$ cat src/rtl/ex_mem_pipe_reg.sv
// ex_mem_pipe_reg: DEPTH-stage EX->MEM register with valid, stall, flush and async reset.
// Define STAGE_PERF_CNT_EN to add saturating stall_cnt/flush_cnt outputs.
module ex_mem_pipe_reg #(
  parameter int DATA_W = 8,
  parameter int ADDR_W = 3,
  parameter int DEPTH  = 1
) (
  input  logic              clk1,
  input  logic              rst_n,
  input  logic              stall,
  input  logic              flush,
  input  logic              in_valid,
  input  logic [DATA_W-1:0] in_b,
  input  logic [DATA_W-1:0] in_alu_out,
  input  logic [DATA_W-1:0] in_m2,
  input  logic              in_memwrite,
  input  logic              in_memread,
  input  logic              in_memtoreg,
  input  logic              in_regwrite,
  input  logic [ADDR_W-1:0] in_regwradd,
  output logic              out_valid,
  output logic [DATA_W-1:0] out_b,
  output logic [DATA_W-1:0] out_alu_out,
  output logic [DATA_W-1:0] out_m2,
  output logic              out_memwrite,
  output logic              out_memread,
  output logic              out_memtoreg,
  output logic              out_regwrite,
  output logic [ADDR_W-1:0] out_regwradd
`ifdef STAGE_PERF_CNT_EN
  ,
  output logic [15:0]       stall_cnt,
  output logic [15:0]       flush_cnt
`endif
);
  typedef struct packed {
    logic              valid;
    logic              memwrite;
    logic              memread;
    logic              memtoreg;
    logic              regwrite;
    logic [DATA_W-1:0] b;
    logic [DATA_W-1:0] alu_out;
    logic [DATA_W-1:0] m2;
    logic [ADDR_W-1:0] regwradd;
  } stage_t;
  stage_t [DEPTH-1:0] st;
  stage_t             in_st;
  // controls are gated by valid on entry so a bubble can never write
  assign in_st = '{in_valid, in_valid & in_memwrite, in_valid & in_memread,
                   in_valid & in_memtoreg, in_valid & in_regwrite,
                   in_b, in_alu_out, in_m2, in_regwradd};
  always_ff @(posedge clk1 or negedge rst_n) begin
    if (!rst_n) st <= '0;
    else if (flush) begin
      for (int i = 0; i < DEPTH; i++) begin
        st[i].valid    <= 1'b0;
        st[i].memwrite <= 1'b0;
        st[i].memread  <= 1'b0;
        st[i].memtoreg <= 1'b0;
        st[i].regwrite <= 1'b0;
      end
    end else if (!stall) begin
      st[0] <= in_st;
      for (int i = 1; i < DEPTH; i++) st[i] <= st[i-1];
    end
  end
  assign out_valid    = st[DEPTH-1].valid;
  assign out_b        = st[DEPTH-1].b;
  assign out_alu_out  = st[DEPTH-1].alu_out;
  assign out_m2       = st[DEPTH-1].m2;
  assign out_memwrite = st[DEPTH-1].memwrite;
  assign out_memread  = st[DEPTH-1].memread;
  assign out_memtoreg = st[DEPTH-1].memtoreg;
  assign out_regwrite = st[DEPTH-1].regwrite;
  assign out_regwradd = st[DEPTH-1].regwradd;
`ifdef STAGE_PERF_CNT_EN
  always_ff @(posedge clk1 or negedge rst_n) begin
    if (!rst_n) begin
      stall_cnt <= '0;
      flush_cnt <= '0;
    end else begin
      if (stall && !flush && stall_cnt != 16'hFFFF) stall_cnt <= stall_cnt + 16'd1;
      if (flush && flush_cnt != 16'hFFFF) flush_cnt <= flush_cnt + 16'd1;
    end
  end
`endif
endmodule

$ cat config.mk
export PLATFORM = sky130hd
export DESIGN_NAME = ex_mem_pipe_reg
export DESIGN_NICKNAME = d
export VERILOG_FILES = /design/src/rtl/ex_mem_pipe_reg.sv
export SDC_FILE = /design/constraint.sdc
export NUM_CORES = 1
export LEC_CHECK = 0
export BUFFER_PORTS_ARGS = -buffer_cell sky130_fd_sc_hd__clkbuf_2
export CORE_MARGIN = 8
export CORE_UTILIZATION = 47
export CTS_CLUSTER_DIAMETER = 60
export CTS_CLUSTER_SIZE = 10
export DETAILED_ROUTE_END_ITERATION = 12
export HOLD_SLACK_MARGIN = 0.12
export PLACE_DENSITY_LB_ADDON = 0.05
export SLEW_MARGIN = 10
export SYNTH_ARGS = -nofsm -noshare
export SYNTH_HDL_FRONTEND = slang
export SYNTH_SLANG_ARGS = --single-unit
$ cat constraint.sdc
create_clock -name clk1 -period 1.2 [get_ports clk1]
set_input_delay 0.06 -clock clk1 [delete_from_list [all_inputs] [get_ports clk1]]
set_output_delay 0.06 -clock clk1 [all_outputs]
set_load 0.005 [all_outputs]
==> Word-level counts from Yosys, hierarchy flattened <==
Cells that the tools add are included.
{ "word_totals": {"word_cells": 19, "ff_bits": 32} }
{ "op_classes": {"n_eq_ne": 1, "n_reduce_logical": 1, "muxes": 2, "bitwise": 6} }
{ "op_table": {"columns": ["operator", "count"], "rows": [
  ["two-way mux 32 bit", 1],
  ["two-way mux 5 bit", 1],
  ["bitwise AND 1 bit", 4],
  ["!= test 2 x 1 -> 1 bit (second input constant)", 1],
  ["NOT 1 bit", 2],
  ["AND reduction 2 bit", 1]
]} }

==> Logic depth before layout (Yosys ltp) <==
{ "depth": {"ltp_word": 3, "mapped_depth": 3, "mapped_depth_nobuf": 2} }

==> Least setup slack after synthesis <==
No wires, ideal clock.
{ "synth_path": {"path_type": "input-to-reg", "startpoint": "in flush", "endpoint": "reg st (netlist bit out_alu_out[0])", "setup_slack_ns": 0.398, "n_path_buf": 1, "arrival_time_ns": 0.677, "required_ns": 1.075, "setup_time_ns": 0.125, "stages": 3, "cell_sequence": "nor2_4 > buf_6 > mux2_4"} }
{ "synth_via": {"elab_chain_cells": 2} }
{ "synth_rtl": {"columns": ["item", "line_no", "text"], "rows": [
  ["start, declared", "11", "input logic flush,"],
  ["NOT 1 bit (no line)", null, null],
  ["AND reduction 2 bit (no line)", null, null],
  ["end, declared", "47", "stage_t [DEPTH-1:0] st;"]
]} }
No other way between the ends.
A chain may end at the register's enable or synchronous reset.

==> Final worst setup path <==
{ "layout_path": {"startpoint": "reg st (netlist bit out_alu_out[7])", "endpoint": "out out_alu_out[7]"} }
{ "layout_rtl": {"columns": ["item", "line_no", "text"], "rows": [
  ["end, declared", "23", "output logic [DATA_W-1:0] out_alu_out,"]
]} }
No word-level cell between the ends.

==> metrics.txt <==
# TYPE chip_impl_metric gauge
chip_impl_metric{name="dieWidth",unit="um"} 68.7
chip_impl_metric{name="antenna_found_initial",unit=""} 0
chip_impl_info{name="run_status",value="completed"} 1
chip_impl_metric{name="ys_async_sr_fraction",unit="%"} 100
chip_impl_metric{name="syn-cell-area",unit="sq um"} 1310
chip_impl_info{name="top_cells_by_instance_count_after_synthesis",value="dfrtp_1, mux2_4, a32o_1"} 1
chip_impl_metric{name="clock_skew",unit="ns"} 0
chip_impl_metric{name="drt-initial-drc-count",unit=""} 27
chip_impl_metric{name="timing_worst_slew_pin_value",unit="ns"} 0.418
chip_impl_metric{name="leakage",unit="nW"} 1.13
chip_impl_metric{name="critical-path-max-stage-delay",unit="ns"} 0.41
chip_impl_metric{name="p_total",unit="mW"} 2.75
chip_impl_metric{name="diodes",unit=""} 0
chip_impl_metric{name="synth_edf_count",unit=""} 0
chip_impl_metric{name="insertion_delay",unit="ns"} 0.33
chip_impl_metric{name="ios",unit=""} 68
chip_impl_info{name="worstSetupEndpointType",value="output port"} 1
chip_impl_metric{name="timing.slew.headroom",unit="%"} 72.2
chip_impl_metric{name="vdd_ir_drop_max",unit="uV"} 1320
chip_impl_metric{name="synthesis.nets",unit=""} 106
chip_impl_metric{name="nets",unit=""} 216
chip_impl_metric{name="cts_bufs_inserted",unit=""} 5
chip_impl_metric{name="worst-r2r-cell-count",unit=""} 1
chip_impl_metric{name="layout-area-overhead-vs-synth",unit="%"} 66.5
chip_impl_metric{name="drt-total-wl",unit="um"} 3820
chip_impl_info{name="postSynth.topFlopCell",value="dfrtp_1"} 1
chip_impl_metric{name="post_synth_num_cell_types",unit=""} 9
chip_impl_info{name="hold_path.class",value="input pin to async pin"} 1
chip_impl_metric{name="min_period_over_period",unit="%"} 78.7
chip_impl_metric{name="rows",unit=""} 19
chip_impl_metric{name="required_time_worst_endpoint",unit="ns"} 1.14
chip_impl_metric{name="period_minus_slack",unit="ns"} 0.944
chip_impl_metric{name="slew_violations",unit=""} 0
chip_impl_metric{name="total_of_fill_cells_in_the_finished_design",unit=""} 180
chip_impl_metric{name="post-synth-top-area-fraction",unit="%"} 61.2
chip_impl_metric{name="maximum_number_of_pins_on_one_net_before_global_route_repair",unit=""} 18
chip_impl_metric{name="grt_first_pass_wirelength",unit="um"} 5660
chip_impl_metric{name="drc",unit=""} 0
chip_impl_metric{name="yosys_warnings",unit=""} 0
chip_impl_metric{name="floorplan.die.height",unit="um"} 68.7
chip_impl_metric{name="detailroute.via_count",unit=""} 1024
chip_impl_info{name="cts_root_buf",value="clkbuf_4"} 1
chip_impl_metric{name="fin_util",unit="%"} 80.3
chip_impl_metric{name="p_per_area",unit="nW/um^2"} 1260
chip_impl_metric{name="wl_per_cell",unit="um"} 18.0
chip_impl_metric{name="depth_of_the_critical_timing_path_with_buffers_and_inverters_included",unit=""} 1
chip_impl_metric{name="placement.cell_area",unit="sq um"} 1700
chip_impl_metric{name="avgSynthCellArea",unit="sq um"} 18.7
chip_impl_info{name="timing.setup.critical_path_class",value="flip-flop to output port"} 1
chip_impl_metric{name="max_cap_viol_count",unit=""} 0
chip_impl_metric{name="cts_post_setup_buffers_inserted",unit=""} 0
chip_impl_info{name="cts_tree",value="built"} 1
chip_impl_metric{name="gpl.final_weighted_congestion",unit=""} 0.702
chip_impl_metric{name="core-area",unit="sq um"} 2710
chip_impl_metric{name="achievable-frequency",unit="GHz"} 1.06
chip_impl_info{name="grt_setup_unrepaired",value="no"} 1
chip_impl_metric{name="floorplan.initialDensity",unit="%"} 48.2
chip_impl_metric{name="crit_buf_inv",unit=""} 1
chip_impl_metric{name="clk_pin_slew_worst_paths",unit="ns"} 0.11
chip_impl_metric{name="timing_hold_violations_final",unit=""} 0
chip_impl_metric{name="netlist_instances",unit=""} 70
chip_impl_metric{name="globalRouteOverflowTotal",unit=""} 0
chip_impl_metric{name="postSynthRegisterBits",unit=""} 32
chip_impl_metric{name="vias_per_cell",unit=""} 4.83
chip_impl_metric{name="share_clk_of_total_power",unit="%"} 29.0
chip_impl_metric{name="dp_worst_setup_slack",unit="ns"} 0.201
chip_impl_metric{name="seq_area_frac_synth",unit="%"} 61.2
chip_impl_metric{name="post-route-cell-area",unit="sq um"} 2180
chip_impl_metric{name="power.internal",unit="mW"} 2.08
chip_impl_info{name="synth_area_leaders",value="dfrtp_1, mux2_4, a32o_1"} 1
chip_impl_metric{name="cts_htree_levels",unit=""} 2
chip_impl_metric{name="gr-usage-all-layers",unit="%"} 16.4
chip_impl_metric{name="dp.cells",unit=""} 168
chip_impl_info{name="worst_setup_path_start_kind",value="flip-flop"} 1
chip_impl_metric{name="switching_share",unit="%"} 24.2
chip_impl_metric{name="maximum_net_fanout_on_the_critical_path",unit=""} 2
chip_impl_metric{name="cts-root-to-sink-buffers",unit=""} 2
chip_impl_info{name="critical-path-top-delay-family",value="flip-flops"} 1
chip_impl_info{name="worst_path_max_delay_cell",value="dfrtp_1"} 1
chip_impl_metric{name="first_pass_iters",unit=""} 4
chip_impl_metric{name="final_critical_path_setup_slack",unit="ns"} 0.256
chip_impl_info{name="cell_type_contributing_the_most_total_cell_area_after_synthesis",value="dfrtp_1"} 1
chip_impl_metric{name="die_area",unit="sq um"} 4730
chip_impl_metric{name="hold-worst-slack",unit="ns"} 0.189
chip_impl_metric{name="netsw",unit="uW"} 666
chip_impl_metric{name="pwr-share-comb",unit="%"} 23.5
chip_impl_metric{name="timing.setup.tns",unit="ns"} 0
chip_impl_info{name="path_cells",value="clkbuf_2"} 1
chip_impl_metric{name="layout-drive-gt1-share",unit="%"} 58.0
chip_impl_metric{name="remaining_number_of_nets_flagged_by_the_antenna_check_after_routing",unit=""} 0
chip_impl_metric{name="power_frac_seq",unit="%"} 47.5
chip_impl_metric{name="vias_in_the_first_global_route",unit=""} 1175
chip_impl_metric{name="crit_arrival",unit="ns"} 0.88
chip_impl_metric{name="detailedPlacementHpwl",unit="um"} 2240
chip_impl_metric{name="placement.io_buffers",unit=""} 67
chip_impl_info{name="library_cell_with_the_highest_instance_count_after_synthesis",value="dfrtp_1"} 1
chip_impl_metric{name="finish.cell_count_without_fillers",unit=""} 212
chip_impl_metric{name="setup_violations",unit=""} 0
chip_impl_metric{name="clkSinkCount",unit=""} 32
[timing repair]
item                                    CTS  global route
hold endpoints to repair                 64             1
resized for setup                         0             2
endpoints found under the setup margin    0            17
hold buffers                             35             1
[sequential cells by signal (all words and copies together), names as in the netlist]
name and cells:
out_memwrite 1, out_regwrite 1, out_valid 1, out_alu_out 8, out_m2 8, out_memtoreg 1, out_b 8, out_memread 1
out_regwradd 3
[final timing paths]
path | startpoint | to | slack [ns]
worst max register to register | out_b[2] | out_b[2] | 0.39
min in group clk1 | stall | out_valid | 0.22
worst min-delay path | rst_n | out_regwradd[1] | 0.19
worst min register to register | out_memtoreg | out_memtoreg | 0.50
max in group asynchronous | rst_n | out_b[7] | 0.44
worst max-delay path | out_alu_out[7] | out_alu_out[7] | 0.26
[cells by family after synthesis]
family	count (synthesis)	share of synthesized area [%]
compound gates	4	3.06
buf+inv	3	2.58
mux	28	31.5
flops	32	61.2
simple gates	3	1.63
[power by group through the flow]
stage          registers (mW)  clock network [mW]  logic (mW)
2_1_floorplan            1.32                   0       0.250
3_3_place_gp             1.31                   0       0.522
3_5_place_dp             1.32                   0       0.533
4_1_cts                  1.30               0.817       0.624
5_1_grt                  1.32               0.868       0.698
6_report                 1.31               0.799       0.645
[layout by cell type (no fill, tap or decap), types with 2 or more instances in the layout]
cell type       netlist  final
clkbuf_16             0      2
buf_12                0      2
clkbuf_2              0     65
dlymetal6s4s_1        0      2
a32o_1                4      4
mux2_4               26     26
dfrtp_1              32     32
dlygate4sd3_1         0     34
clkbuf_4              0      5
[layer usage]
| metal | part of all wire [%] | wire [um] | global-route usage (%) | vias to the layer above |
|---|---|---|---|---|
| li1 | - | - | - | 471 |
| met1 | 36 | 1390 | 17.8 | 501 |
| met2 | 53 | 2020 | 28.0 | 47 |
| met3 | 10 | 381 | 6.46 | 5 |
| met4 | 0.89 | 34 | 6.77 | 0 |
| met5 | 0 | 0 | 0 | - |
[cell type report]
class | instances | area (sq um) | area share (%)
multi-input combinational | 35 | 473 | 21.7
clock inverter | 2 | 35.0 | 1.61
clock buffer | 6 | 41.3 | 1.90
timing repair buffer | 106 | 788 | 36.2
tap | 31 | 38.8 | 1.78
sequential | 32 | 801 | 36.8
(Power assumes the default switching activity.)
